`src/rtl/lcd_timing_gen.sv`:
```
// lcd_timing_gen
//   Raster timing generator for a parallel-RGB LCD panel (default geometry:
//   480x272 panel on a 9 MHz pixel clock). A horizontal pixel counter and a
//   vertical line counter sweep the full frame, including the blanking
//   regions. Every output is a registered decode of those counters, so all
//   outputs share one cycle of latency and stay mutually aligned.
//
// Ports
//   clk9MHz     in   pixel clock; all state changes on the rising edge
//   resetN      in   asynchronous active-low reset
//   run         in   timing enable; low holds the counters at the origin
//   hSync       out  horizontal sync (polarity set by HSYNC_ACT_LOW)
//   vSync       out  vertical sync (polarity set by VSYNC_ACT_LOW)
//   disp        out  panel display-on (registered run)
//   dataEnable  out  high inside the active pixel region
//   pixelX      out  horizontal position, aligned with dataEnable
//   lineY       out  vertical position, aligned with dataEnable
//   frameStart  out  one-cycle pulse at pixel (0,0)
//   userTick    out  one-cycle pulse every TICK_FRAMES frames, riding on
//                    frameStart; never on the first frame after run rises
module lcd_timing_gen #(
    parameter int H_ACTIVE      = 480,
    parameter int H_FRONT       = 2,
    parameter int H_SYNC        = 41,
    parameter int H_BACK        = 2,
    parameter int V_ACTIVE      = 272,
    parameter int V_FRONT       = 2,
    parameter int V_SYNC        = 10,
    parameter int V_BACK        = 2,
    parameter bit HSYNC_ACT_LOW = 1'b1,
    parameter bit VSYNC_ACT_LOW = 1'b1,
    parameter int TICK_FRAMES   = 3,
    localparam int H_TOTAL = H_ACTIVE + H_FRONT + H_SYNC + H_BACK,
    localparam int V_TOTAL = V_ACTIVE + V_FRONT + V_SYNC + V_BACK,
    localparam int XW      = $clog2(H_TOTAL),
    localparam int YW      = $clog2(V_TOTAL)
) (
    input  logic          clk9MHz,
    input  logic          resetN,
    input  logic          run,
    output logic          hSync,
    output logic          vSync,
    output logic          disp,
    output logic          dataEnable,
    output logic [XW-1:0] pixelX,
    output logic [YW-1:0] lineY,
    output logic          frameStart,
    output logic          userTick
);

    // Frame counter width; a single-frame period still needs one bit.
    localparam int FW = (TICK_FRAMES > 1) ? $clog2(TICK_FRAMES) : 1;

    // Region boundaries at counter width. Sync windows are half-open
    // [start, end); end never exceeds TOTAL-1 because every back porch is >=1.
    localparam logic [XW-1:0] H_LAST   = XW'(H_TOTAL - 1);
    localparam logic [XW-1:0] H_ACT_C  = XW'(H_ACTIVE);
    localparam logic [XW-1:0] HS_START = XW'(H_ACTIVE + H_FRONT);
    localparam logic [XW-1:0] HS_END   = XW'(H_ACTIVE + H_FRONT + H_SYNC);
    localparam logic [YW-1:0] V_LAST   = YW'(V_TOTAL - 1);
    localparam logic [YW-1:0] V_ACT_C  = YW'(V_ACTIVE);
    localparam logic [YW-1:0] VS_START = YW'(V_ACTIVE + V_FRONT);
    localparam logic [YW-1:0] VS_END   = YW'(V_ACTIVE + V_FRONT + V_SYNC);
    localparam logic [FW-1:0] F_LAST   = FW'(TICK_FRAMES - 1);

    logic [XW-1:0] hCount;
    logic [YW-1:0] vCount;
    logic [FW-1:0] frameCnt;
    // Set when the frame counter wraps to 0; consumed by the next frameStart.
    // This separates "frame counter is 0 after a wrap" from "frame counter
    // is 0 because run just rose", which must not tick.
    logic          tickPend;

    logic hLast, vLast, atOrigin;
    logic deNext, hsAct, vsAct, fsNext, tickNext;

    // ------------------------------------------------------------------
    // Counter decode
    // ------------------------------------------------------------------
    always_comb begin
        hLast    = (hCount == H_LAST);
        vLast    = (vCount == V_LAST);
        atOrigin = (hCount == '0) && (vCount == '0);
        // All qualified by run so that the first cycle after run falls
        // already shows idle syncs and strobes.
        deNext   = run && (hCount < H_ACT_C) && (vCount < V_ACT_C);
        hsAct    = run && (hCount >= HS_START) && (hCount < HS_END);
        vsAct    = run && (vCount >= VS_START) && (vCount < VS_END);
        fsNext   = run && atOrigin;
        tickNext = fsNext && tickPend;
    end

    // ------------------------------------------------------------------
    // Position counters and frame counter
    // ------------------------------------------------------------------
    always_ff @(posedge clk9MHz or negedge resetN) begin
        if (!resetN) begin
            hCount   <= '0;
            vCount   <= '0;
            frameCnt <= '0;
        end else if (!run) begin
            hCount   <= '0;
            vCount   <= '0;
            frameCnt <= '0;
        end else if (hLast) begin
            hCount <= '0;
            if (vLast) begin
                vCount   <= '0;
                frameCnt <= (frameCnt == F_LAST) ? '0 : frameCnt + 1'b1;
            end else begin
                vCount <= vCount + 1'b1;
            end
        end else begin
            hCount <= hCount + 1'b1;
        end
    end

    always_ff @(posedge clk9MHz or negedge resetN) begin
        if (!resetN) begin
            tickPend <= 1'b0;
        end else if (!run) begin
            tickPend <= 1'b0;
        end else if (hLast && vLast && (frameCnt == F_LAST)) begin
            tickPend <= 1'b1;
        end else if (atOrigin) begin
            tickPend <= 1'b0;
        end
    end

    // ------------------------------------------------------------------
    // Registered outputs: one cycle behind the counters
    // ------------------------------------------------------------------
    always_ff @(posedge clk9MHz or negedge resetN) begin
        if (!resetN) begin
            hSync      <= HSYNC_ACT_LOW;
            vSync      <= VSYNC_ACT_LOW;
            disp       <= 1'b0;
            dataEnable <= 1'b0;
            pixelX     <= '0;
            lineY      <= '0;
            frameStart <= 1'b0;
            userTick   <= 1'b0;
        end else begin
            // XOR with the polarity bit maps "in sync window" to the pin level.
            hSync      <= hsAct ^ HSYNC_ACT_LOW;
            vSync      <= vsAct ^ VSYNC_ACT_LOW;
            disp       <= run;
            dataEnable <= deNext;
            // Position follows the counters ungated: on the edge where run
            // falls it still shows the last counted position, then 0.
            pixelX     <= hCount;
            lineY      <= vCount;
            frameStart <= fsNext;
            userTick   <= tickNext;
        end
    end

endmodule
```
`config.mk`:
```
export PLATFORM = sky130hd
export DESIGN_NAME = lcd_timing_gen
export DESIGN_NICKNAME = d
export VERILOG_FILES = /design/src/rtl/lcd_timing_gen.sv
export SDC_FILE = /design/constraint.sdc
export NUM_CORES = 1
export LEC_CHECK = 0
export ABC_AREA = 1
export CAP_MARGIN = 20
export CORE_UTILIZATION = 54
export DETAILED_ROUTE_END_ITERATION = 10
export GPL_ROUTABILITY_DRIVEN = 0
export PLACE_DENSITY = 0.79
export SLEW_MARGIN = 20
export SYNTH_ARGS = -nofsm -noshare
export SYNTH_HDL_FRONTEND = slang
export SYNTH_SLANG_ARGS = --single-unit
```
`constraint.sdc`:
```
create_clock -name clk9MHz -period 1.52 [get_ports clk9MHz]
set_input_delay 0.304 -clock clk9MHz [delete_from_list [all_inputs] [get_ports clk9MHz]]
set_output_delay 0.304 -clock clk9MHz [all_outputs]
set_load 0.005 [all_outputs]
```
# Word level (Yosys, flattened, before mapping)
# Cells that the tools add are included.
# word_totals
register_bits	47
output_inout_bits	25
# op_classes
n_addsub	3
order_cmp	6
n_eq_ne	6
mux	12
bitwise_logic	2
n_reduce_logical	14
# op_table
cell	n
9-bit two-way mux	3
10-bit two-way mux	2
9-bit < comparator (second input constant)	2
1-bit logical AND	11
10-bit by 1-bit adder with 10-bit output (second input constant)	1
10-bit == test (second input constant)	1
10-bit by 9-bit >= comparator with 1-bit output (second input constant)	1
10-bit zero test	1
10-bit < comparator (second input constant)	1
10-bit by 9-bit < comparator with 1-bit output (second input constant)	1
9-bit by 1-bit adder with 9-bit output (second input constant)	1
9-bit == test (second input constant)	1
9-bit >= comparator (second input constant)	1
9-bit zero test	1
2-bit two-way mux	4
2-bit by 1-bit inequality test with 1-bit output (second input constant)	2
1-bit two-way mux	3
3-bit by 1-bit inequality test with 1-bit output (second input constant)	1
2-bit by 1-bit adder with 2-bit output (second input constant)	1
2-bit == test (second input constant)	1
1-bit inverter	2
2-bit AND reduction	1

# Longest topological paths before layout
# Gate-level depths: netlist of the first run.
# depth
word_depth	5
ltp_mapped	9
depth_no_buf	9

# Worst setup path before layout of the first run
# No wires, ideal clock.
# synth_timing
path_kind	reg2reg
startpoint	register vCount[1]
endpoint	register frameCnt[0]
setup_ns	0.117
arrival_ns	1.246
slack_ns	0.158
stages_incl_launch_ff	10
cell_sequence	dfrtp_1 > inv_1 > ha_1 > inv_1 > nor2_2 > nand4_1 > nand2_2 > nand2_1 > nand2_1 > nand2_1
# synth_between
elab_chain_len	3
# synth_rtl
element	line	rtl
start, declared	67	logic [YW-1:0] vCount;
start signal, assigned	111	vCount <= vCount + 1'b1;
9-bit == test	82	vLast = (vCount == V_LAST);
2-bit by 1-bit inequality test with 1-bit output (no source line)	n/a	
2-bit AND reduction (no source line)	n/a	
end signal, assigned	109	frameCnt <= (frameCnt == F_LAST) ? '0 : frameCnt + 1'b1;
end, declared	68	logic [FW-1:0] frameCnt;
# Every way passes these cells.
# A chain may end at the register's enable or synchronous reset.

# Worst setup path in the final report of the first run
# layout_timing
startpoint	register pixelX[8]
endpoint	output pixelX[8]
# layout_lines
element	line	rtl
start, declared	45	output logic [XW-1:0] pixelX,
start signal, assigned	151	pixelX <= hCount;
# No word-level cell between the ends.

==> run metrics, run 1 <==
final hold viol count=0; synth warn=0; R2R Setup Slk=90 ps; R2R cell count=9; Largest delay share family, worst path=buffers and inverters; final wirelength=4.24 mm; PwrDens=822 nW/um^2; Pint=1.67 mW; TritonCTS clock tree=yes; Tot GR Track Use=23.8%; first-pass GRT wire length=7.47 mm; post-DP HPWL=3.13 mm; Worst VDD drop=0.000770 V; Post-Syn Nets=243; Worst Max-Slew Pin Slew=367 ps; via count=1766; hold_ws=426 ps; # diodes=0; row cnt=22; asr flop ratio synth=100%; fin crit period=1440 ps; Gate power share=7.7%; Ports=28; Die ar.=4140 sq um; critical setup path kind=reg -> out; cts bufs inserted=5; drt first pass iters=4; Setup Skew=2.44 ps; Max Freq=695 MHz; RSZ-0062 raised after global routing=true; crit path launch type=flop; Post-Synthesis Mean Instance Area=8.94 sq um; synth unique cells=29; vias per cell=5.30; worst r2r src=hCount[1]; CP endpoint kind=primary output; nets@finish=292; part of the cycle the worst path needs=94.6%; crit path launch=pixelX[8]; CP endpoint=pixelX[8]; max cap viols=0; top fanout value on the critical path=1; Synth Register Bits=47; clock tree buffer depth=2; HP Class=in -> async; filler cell count=292; clock share of power=33.3%; Final Setup Violations=0; width of the die=64.4 microns; share of layout cells above drive strength 1=18.9%; WP buf/inv=1; WL/cell=12.7 microns; largest net degree at the start of global routing=20; pre-CTS setup slack=-9.83 ps; status=complete, no violations; Slew HR=75.3%; post-route ant nets=0; Starting Density=57.0%; EDFF count, synth=0; synthesized area=2100 sq um; synthesized instance count=235; crit path setup slack, layout=81.7 ps; port bufs=27; footprint of the multi-input gates=813 sq um; sw power=0.519 mW; Reg area=1180 sq um; Synth-to-Final Area Change=26.9%; Root Driver=clkbuf_8; Reg-to-Reg End=frameCnt[1]; Worst path max stage delay=500 ps; CTS H-tree depth=2; CTS sink count=47; number of global-route vias before repair=1635; sequential fraction of design power=59.0%; sequential fraction of the synthesis area=56.1%; core area=3690 sq um; clock transition at the registers of the reported paths=80 ps; CP cell instances=clkdlybuf4s50_1; max-slew violations=0; Die H=64.4 microns; ys flop type=dfrtp_1; initial antenna violation count=0; Static Leak=1.29 nW; grt total ovfl=0; CP arrival=1130 ps; Clk Latency, worst-skew pair=290 ps; Req. time, crit path=1220 ps; Levels on crit path=1; Slowest-stage cell, CP=clkdlybuf4s50_1; number of remaining DRC errors=0; Switching Share=23.7%; initial drt markers=104
==> Yosys cell counts, drive strengths merged, types with 2 or more instances <==
cell type,number,area share (%)
ha,5,3.0
nor2,36,7.6
nand4,6,1.8
dfstp,2,2.5
nand2,62,12
xor2,2,0.83
buf,2,0.89
a21oi,4,0.95
o21ai,7,1.7
nand3,23,5.7
dfrtp,45,54
nand3b,2,0.71
clkbuf,2,0.83
nor4,2,0.60
inv,26,4.6
nor3b,2,0.71
nor3,4,0.95
==> worst min-delay path by stage <==
stage,to,slack (ps)
after floorplan,dataEnable,8
after global placement,lineY[6],210
after detailed placement,lineY[6],210
after CTS,lineY[6],430
after global routing,hCount[1],460
final,lineY[6],430
==> per-stage QoR <==
stage | area [sq um] | setup TNS (ps) | util (%) | std cells | power [mW]
4_1_cts | 2630 | 0 | 71.4 | 333 | 2.20
5_1_grt | 2670 | -38.7 | 72.3 | 333 | 2.29
2_1_floorplan | 2100 | 0 | - | 235 | 1.39
3_5_place_dp | 2530 | -9.83 | 68.6 | 323 | 1.48
3_3_place_gp | 2530 | 0 | 68.6 | 323 | 1.47
6_report | 2670 | 0 | 72.3 | 333 | 2.19
==> power groups by stage <==
| stage | logic [mW] | registers (mW) | clock network [mW] |
|---|---|---|---|
| 2_1_floorplan | 0.0730 | 1.32 | 0 |
| 3_3_place_gp | 0.158 | 1.32 | 0 |
| 3_5_place_dp | 0.163 | 1.32 | 0 |
| 4_1_cts | 0.167 | 1.29 | 0.742 |
| 5_1_grt | 0.190 | 1.30 | 0.807 |
| 6_report | 0.168 | 1.29 | 0.731 |
==> layout by cell type, fill, tap and decap left out, types with 3 or more instances in the layout <==
master and count:
a21oi_1 4, buf_4 17, clkbuf_8 5, clkdlybuf4s50_1 24, clkinv_2 3, dfrtp_1 42, dfrtp_2 3, ha_1 3
inv_1 22, inv_2 4, nand2_1 57, nand2_2 3, nand3_1 21, nand4_1 6, nor2_1 29, nor2_2 5
nor3_1 4, o21ai_0 5
==> registers in the layout (all words and copies together), names as in the netlist <==
name and cells:
hSync 1, userTick 1, frameCnt 2, hCount 10, pixelX 10, dataEnable 1
frameStart 1, vCount 9, disp 1, lineY 9, tickPend 1, vSync 1
==> logic make-up (layout without fill, tap and decap cells) <==
group | Yosys count | in the layout | synth area share (%)
fa+ha+maj | 5 | 5 | 2.98
compound gates | 12 | 12 | 2.92
xor+xnor | 3 | 3 | 1.25
buf+inv | 31 | 81 | 6.61
simple gates | 137 | 137 | 30.1
flops | 47 | 47 | 56.1
==> timing repair <==
item,in CTS,in global routing
gates cloned,0,0
hold buffers,1,0
pin swaps,0,2
gates resized for setup,2,11
setup endpoints to repair,4,12
buffers inserted,1,0
hold endpoints to repair,12,0
==> per-layer routing <==
layer	wire, microns	vias to the layer above	GRT usage (%)	share of wire (%)
li1	-	846	-	-
met4	79	0	6.39	1.9
met5	0	-	0	0
met1	1880	839	35.1	44
met3	285	10	3.75	6.7
met2	1990	71	36.4	47
==> layout make-up <==
type                            instances  area share (%)
Clock buffer                            5            2.58
Multi-Input combinational cell        157            30.5
Clock inverter                          3           0.704
Timing Repair Buffer                   46            15.8
Sequential cell                        47            44.3
Inverter                               27            3.85
Tap cell                               48            2.25
Power figures use the tool's default switching activity.
==> inputs of run 2 (changes only) <==
RECOVER_POWER = 100   (was not set)
SLEW_MARGIN = 10   (was 20)
TNS_END_PERCENT = 30   (was not set)
==> run 2 against run 1 <==
  * Hold slack gained 4.1 ps
  * Combinational power is essentially flat
  * Maximum frequency shrank 1.2%
  * Die area is the same
  * Clock skew grew 1.8 ps
  * Core utilization shrank 0.88 points
  * Via count shrank 0.11%
  * Sequential share of layout area grew 0.50 points
  * Cell count is the same
  * Critical path depth grew 8
  * Cell area shrank 1.2%
  * Critical path type is now reg -> reg
==> run metrics, run 2 (synthesis gave the netlist of run 1 again) <==
status=complete, no violations (unchanged); TritonCTS clock tree=yes (unchanged); Req. time, crit path=1710 ps (was 1220 ps); part of the cycle the worst path needs=95.8% (was 94.6%); fin crit period=1460 ps (was 1440 ps); Tot GR Track Use=23.7% (was 23.8%); core area=3690 sq um (unchanged); Slew HR=77.0% (was 75.3%); # diodes=0 (unchanged); design area=2630 sq um (was 2670 sq um); initial drt markers=117 (was 104); Final Setup Violations=0 (unchanged); width of the die=64.4 microns (unchanged); Max Freq=687 MHz (was 695 MHz); Cell Area, Placed=2530 sq um (unchanged); Regs by FF count=hCount (10), pixelX (10) (unchanged); R2R Setup Slk=60 ps (was 90 ps); row cnt=22 (unchanged); nets@finish=292 (unchanged); max cap viols=0 (unchanged); crit path launch type=flop (unchanged); first-pass GRT wire length=7.44 mm (was 7.47 mm); cts bufs inserted=5 (unchanged); grt total ovfl=0 (unchanged); critical setup path kind=reg -> reg (was reg -> out); top fanout value on the critical path=8 (was 1); via count=1764 (was 1766); final wirelength=4.24 mm (about the same); post-route ant nets=0 (unchanged); R2R cell count=9 (unchanged); CP arrival=1650 ps (was 1130 ps); post-DP HPWL=3.13 mm (unchanged); most common cell after layout, fill and taps aside=nand2_1 (unchanged); port bufs=27 (unchanged); final hold viol count=0 (unchanged); largest net degree at the start of global routing=20 (unchanged); Die ar.=4140 sq um (unchanged); RSZ-0062 raised after global routing=true (unchanged); drt first pass iters=4 (unchanged); CP endpoint kind=flop (was primary output); clock transition at the registers of the reported paths=90 ps (was 80 ps); HP Class=in -> async (unchanged); vias per cell=5.30 (about the same); initial antenna violation count=0 (unchanged); Root Driver=clkbuf_8 (unchanged); Setup Skew=4.23 ps (was 2.44 ps); max-slew violations=0 (unchanged); Static Leak=1.27 nW (was 1.29 nW); CTS sink count=47 (unchanged); number of remaining DRC errors=0 (unchanged); non-filler instance count after layout=333 (unchanged); clock tree buffer depth=2 (unchanged); Ports=28 (unchanged); Tot Pwr=2.19 mW (about the same); Worst VDD drop=0.000818 V (was 0.000770 V); Synth-to-Final Area Change=25.4% (was 26.9%); CTS H-tree depth=2 (unchanged); Worst Max-Slew Pin Slew=343 ps (was 367 ps); Starting Density=57.0% (unchanged); share of layout cells above drive strength 1=16.5% (was 18.9%); Clk Latency, worst-skew pair=290 ps (about the same); PwrDens=831 nW/um^2 (was 822 nW/um^2); number of global-route vias before repair=1632 (was 1635); Die H=64.4 microns (unchanged); WL/cell=12.7 microns (about the same); dpl cells=323 (unchanged); commonest cells after routing, fill and taps aside=nand2_1, dfrtp_1, nor2_1 (unchanged)
==> run 2: per-layer routing <==
metal / wire [microns] / global-route usage [%] / up-vias
li1: - / - / 844
met1: 1970 / 34.9 / 851
met2: 1990 / 36.3 / 58
met3: 197 / 3.75 / 11
met4: 83 / 6.39 / 0
met5: 0 / 0 / -
==> run 2: final cells by class <==
class / instances / area (sq um)
clock buffer: 5 / 68.8
inverter: 27 / 103
tap: 48 / 60.1
fill: 301 / 1050
multi-input combinational: 157 / 793
sequential: 47 / 1180
clock inverter: 3 / 18.8
timing repair buffer: 46 / 409
==> run 2: timing repair <==
action	4_1_cts	5_1_grt
pin swaps	0	1
hold buffers	1	0
gates resized for setup	3	6
endpoints found under the setup margin	4	8
endpoints found under the hold margin	12	0
setup buffers	0	1
==> run 2: power by group <==
part / switching (mW) / total (mW) / internal [mW] / leakage (nW)
Combinational: 0.0939 / 0.166 / 0.0725 / 0.590
Clock: 0.405 / 0.729 / 0.324 / 0.0483
Sequential: 0.0175 / 1.29 / 1.28 / 0.634
Total: 0.517 / 2.19 / 1.67 / 1.27
==> run 2: worst paths after layout <==
kind / start / end
min in group clk9MHz: hCount[8] / pixelX[8]
max reg2reg: hCount[1] / frameCnt[1]
max: hCount[1] / frameCnt[1]
max in group asynchronous: resetN / vSync
min: resetN / hCount[1]
min reg2reg: hCount[8] / pixelX[8]
==> run 2: stage by stage <==
step / worst slack (ps) / setup TNS, ps / util, % / hold slack, ps
5_1_grt: -25.1 / -56.9 / 71.4 / 460
2_1_floorplan: 158 / 0 / - / 8.41
4_1_cts: 5.36 / 0 / 71.2 / 430
3_3_place_gp: 85.8 / 0 / 68.6 / 209
3_5_place_dp: -9.83 / -9.83 / 68.6 / 209
6_report: 64.1 / 0 / 71.4 / 430
==> run 2: worst max-delay path: stages (launching register included) <==
cell and delay [ps]:
dfrtp_1 390, inv_1 90, ha_2 220, nand2_4 60, nor2_4 190, inv_2 80
nand2_4 110, nand2_1 90, nand2_1 80, nand2_1 50
==> RTL edit: new RTL, flow settings as in run 2 <==
The parameter `H_BACK` goes from 2 to 4.
--- a/src/rtl/lcd_timing_gen.sv
+++ b/src/rtl/lcd_timing_gen.sv
@@ -22,7 +22,7 @@
     parameter int H_ACTIVE      = 480,
     parameter int H_FRONT       = 2,
     parameter int H_SYNC        = 41,
-    parameter int H_BACK        = 2,
+    parameter int H_BACK        = 4,
     parameter int V_ACTIVE      = 272,
     parameter int V_FRONT       = 2,
     parameter int V_SYNC        = 10,
Check against the original RTL: no difference found for any inputs over 10 cycles, from zero or initial values and one cycle with resetN low; that may be too few to reach the edited logic, so the function may still have changed.
==> RTL edit against run 2 <==
  * Sequential power about the same
  * Area after synthesis increased by 3.3%
  * Setup slack improved by 0.0078 ns
  * Largest power group unchanged
  * Worst hold slack got worse by 0.010 ns
  * Sequential cell count unchanged
  * Fmax increased by 0.54%
  * Power increased by 0.28%
  * Routed wire length decreased by 6.1%
  * Final area decreased by 0.29%
==> RTL edit: results (changes against run 2) <==
R2R setup slack -> 0.13 ns (+0.07 ns)
Placed cell area -> 0.00258 mm^2 (+1.9%)
NumNets Final -> 294 (+0.68%)
Reg area -> 0.00118 mm^2 (-0.11%)
Post-synth top cells -> nand2_1, dfrtp_1, nor2_1
Post-synth cell types -> 28 (-3.4%)
Largest net degree at the start of global routing -> 48 (+140%)
Setup crit end kind -> primary output
Syn_nets -> 248 (+2.1%)
Layout Cells excl Fill -> 334 (+0.30%)
Met2 global-route usage -> 33.5% (-2.8 points)
Max VDD drop -> 0.535 mV (-35%)
WL met2 -> 1.83 mm (-7.7%)
Synth area leaders -> dfrtp_1, nand2_1, nor2_1, nand3_1, inv_1
Clock skew -> 0.00721 ns (+0.00297 ns)
Met1 Use GR -> 31.1% (-3.8 points)
Critical Path Max Stage Delay -> 0.50 ns (+0.11 ns)
Share of cells above drive strength 1 -> 16.1% (-0.41 points)
DR iter-0 viols -> 127 (+8.5%)
Outcome -> complete, no violations
Crit path launch -> disp
Top delay family on crit path -> buffers and inverters
First-pass GRT wire length -> 6.94 mm (-6.7%)
Register area share after synthesis -> 54.3% (-1.8 points)
Filler cells -> 298 (-1.0%)
WL met1 -> 1.95 mm (-1.2%)
Actual slew at the worst max-slew pin -> 0.624 ns (+0.281 ns)
Syn_area_per_cell -> 9.08 um^2 (+1.6%)
Post-Layout Inst Area -> 0.00263 mm^2 (-0.29%)
Reg2reg path depth -> 8 (-1)
Placeable Area -> 0.00377 mm^2 (+2.2%)
Inverters -> 29 (+7.4%)
## RTL edit: changes by cell type after synthesis, sizes merged, moves of 2 or more
| cell | before | now |
|---|---|---|
| clkbuf | 2 | 0 |
| inv | 26 | 29 |
| nand2 | 62 | 67 |
| nand3 | 23 | 20 |
| nand3b | 2 | 0 |
| nand4 | 6 | 3 |
| nor3 | 4 | 6 |
| o21ai | 7 | 12 |
## RTL edit: kinds of logic after synthesis
group	count (synthesis)	synth area share, %
simple gates	136	29.9
compound gates	17	4.96
fa+ha+maj	6	3.46
xor+xnor	2	0.807
buf+inv	31	6.63
flops	47	54.3
## RTL edit: where the power goes
group,leakage [nW],switching [mW],internal [mW],total [mW]
sequential,0.636,0.0179,1.28,1.29
clock,0.0483,0.425,0.324,0.749
combinational,0.571,0.0924,0.0596,0.152
total,1.26,0.535,1.66,2.19
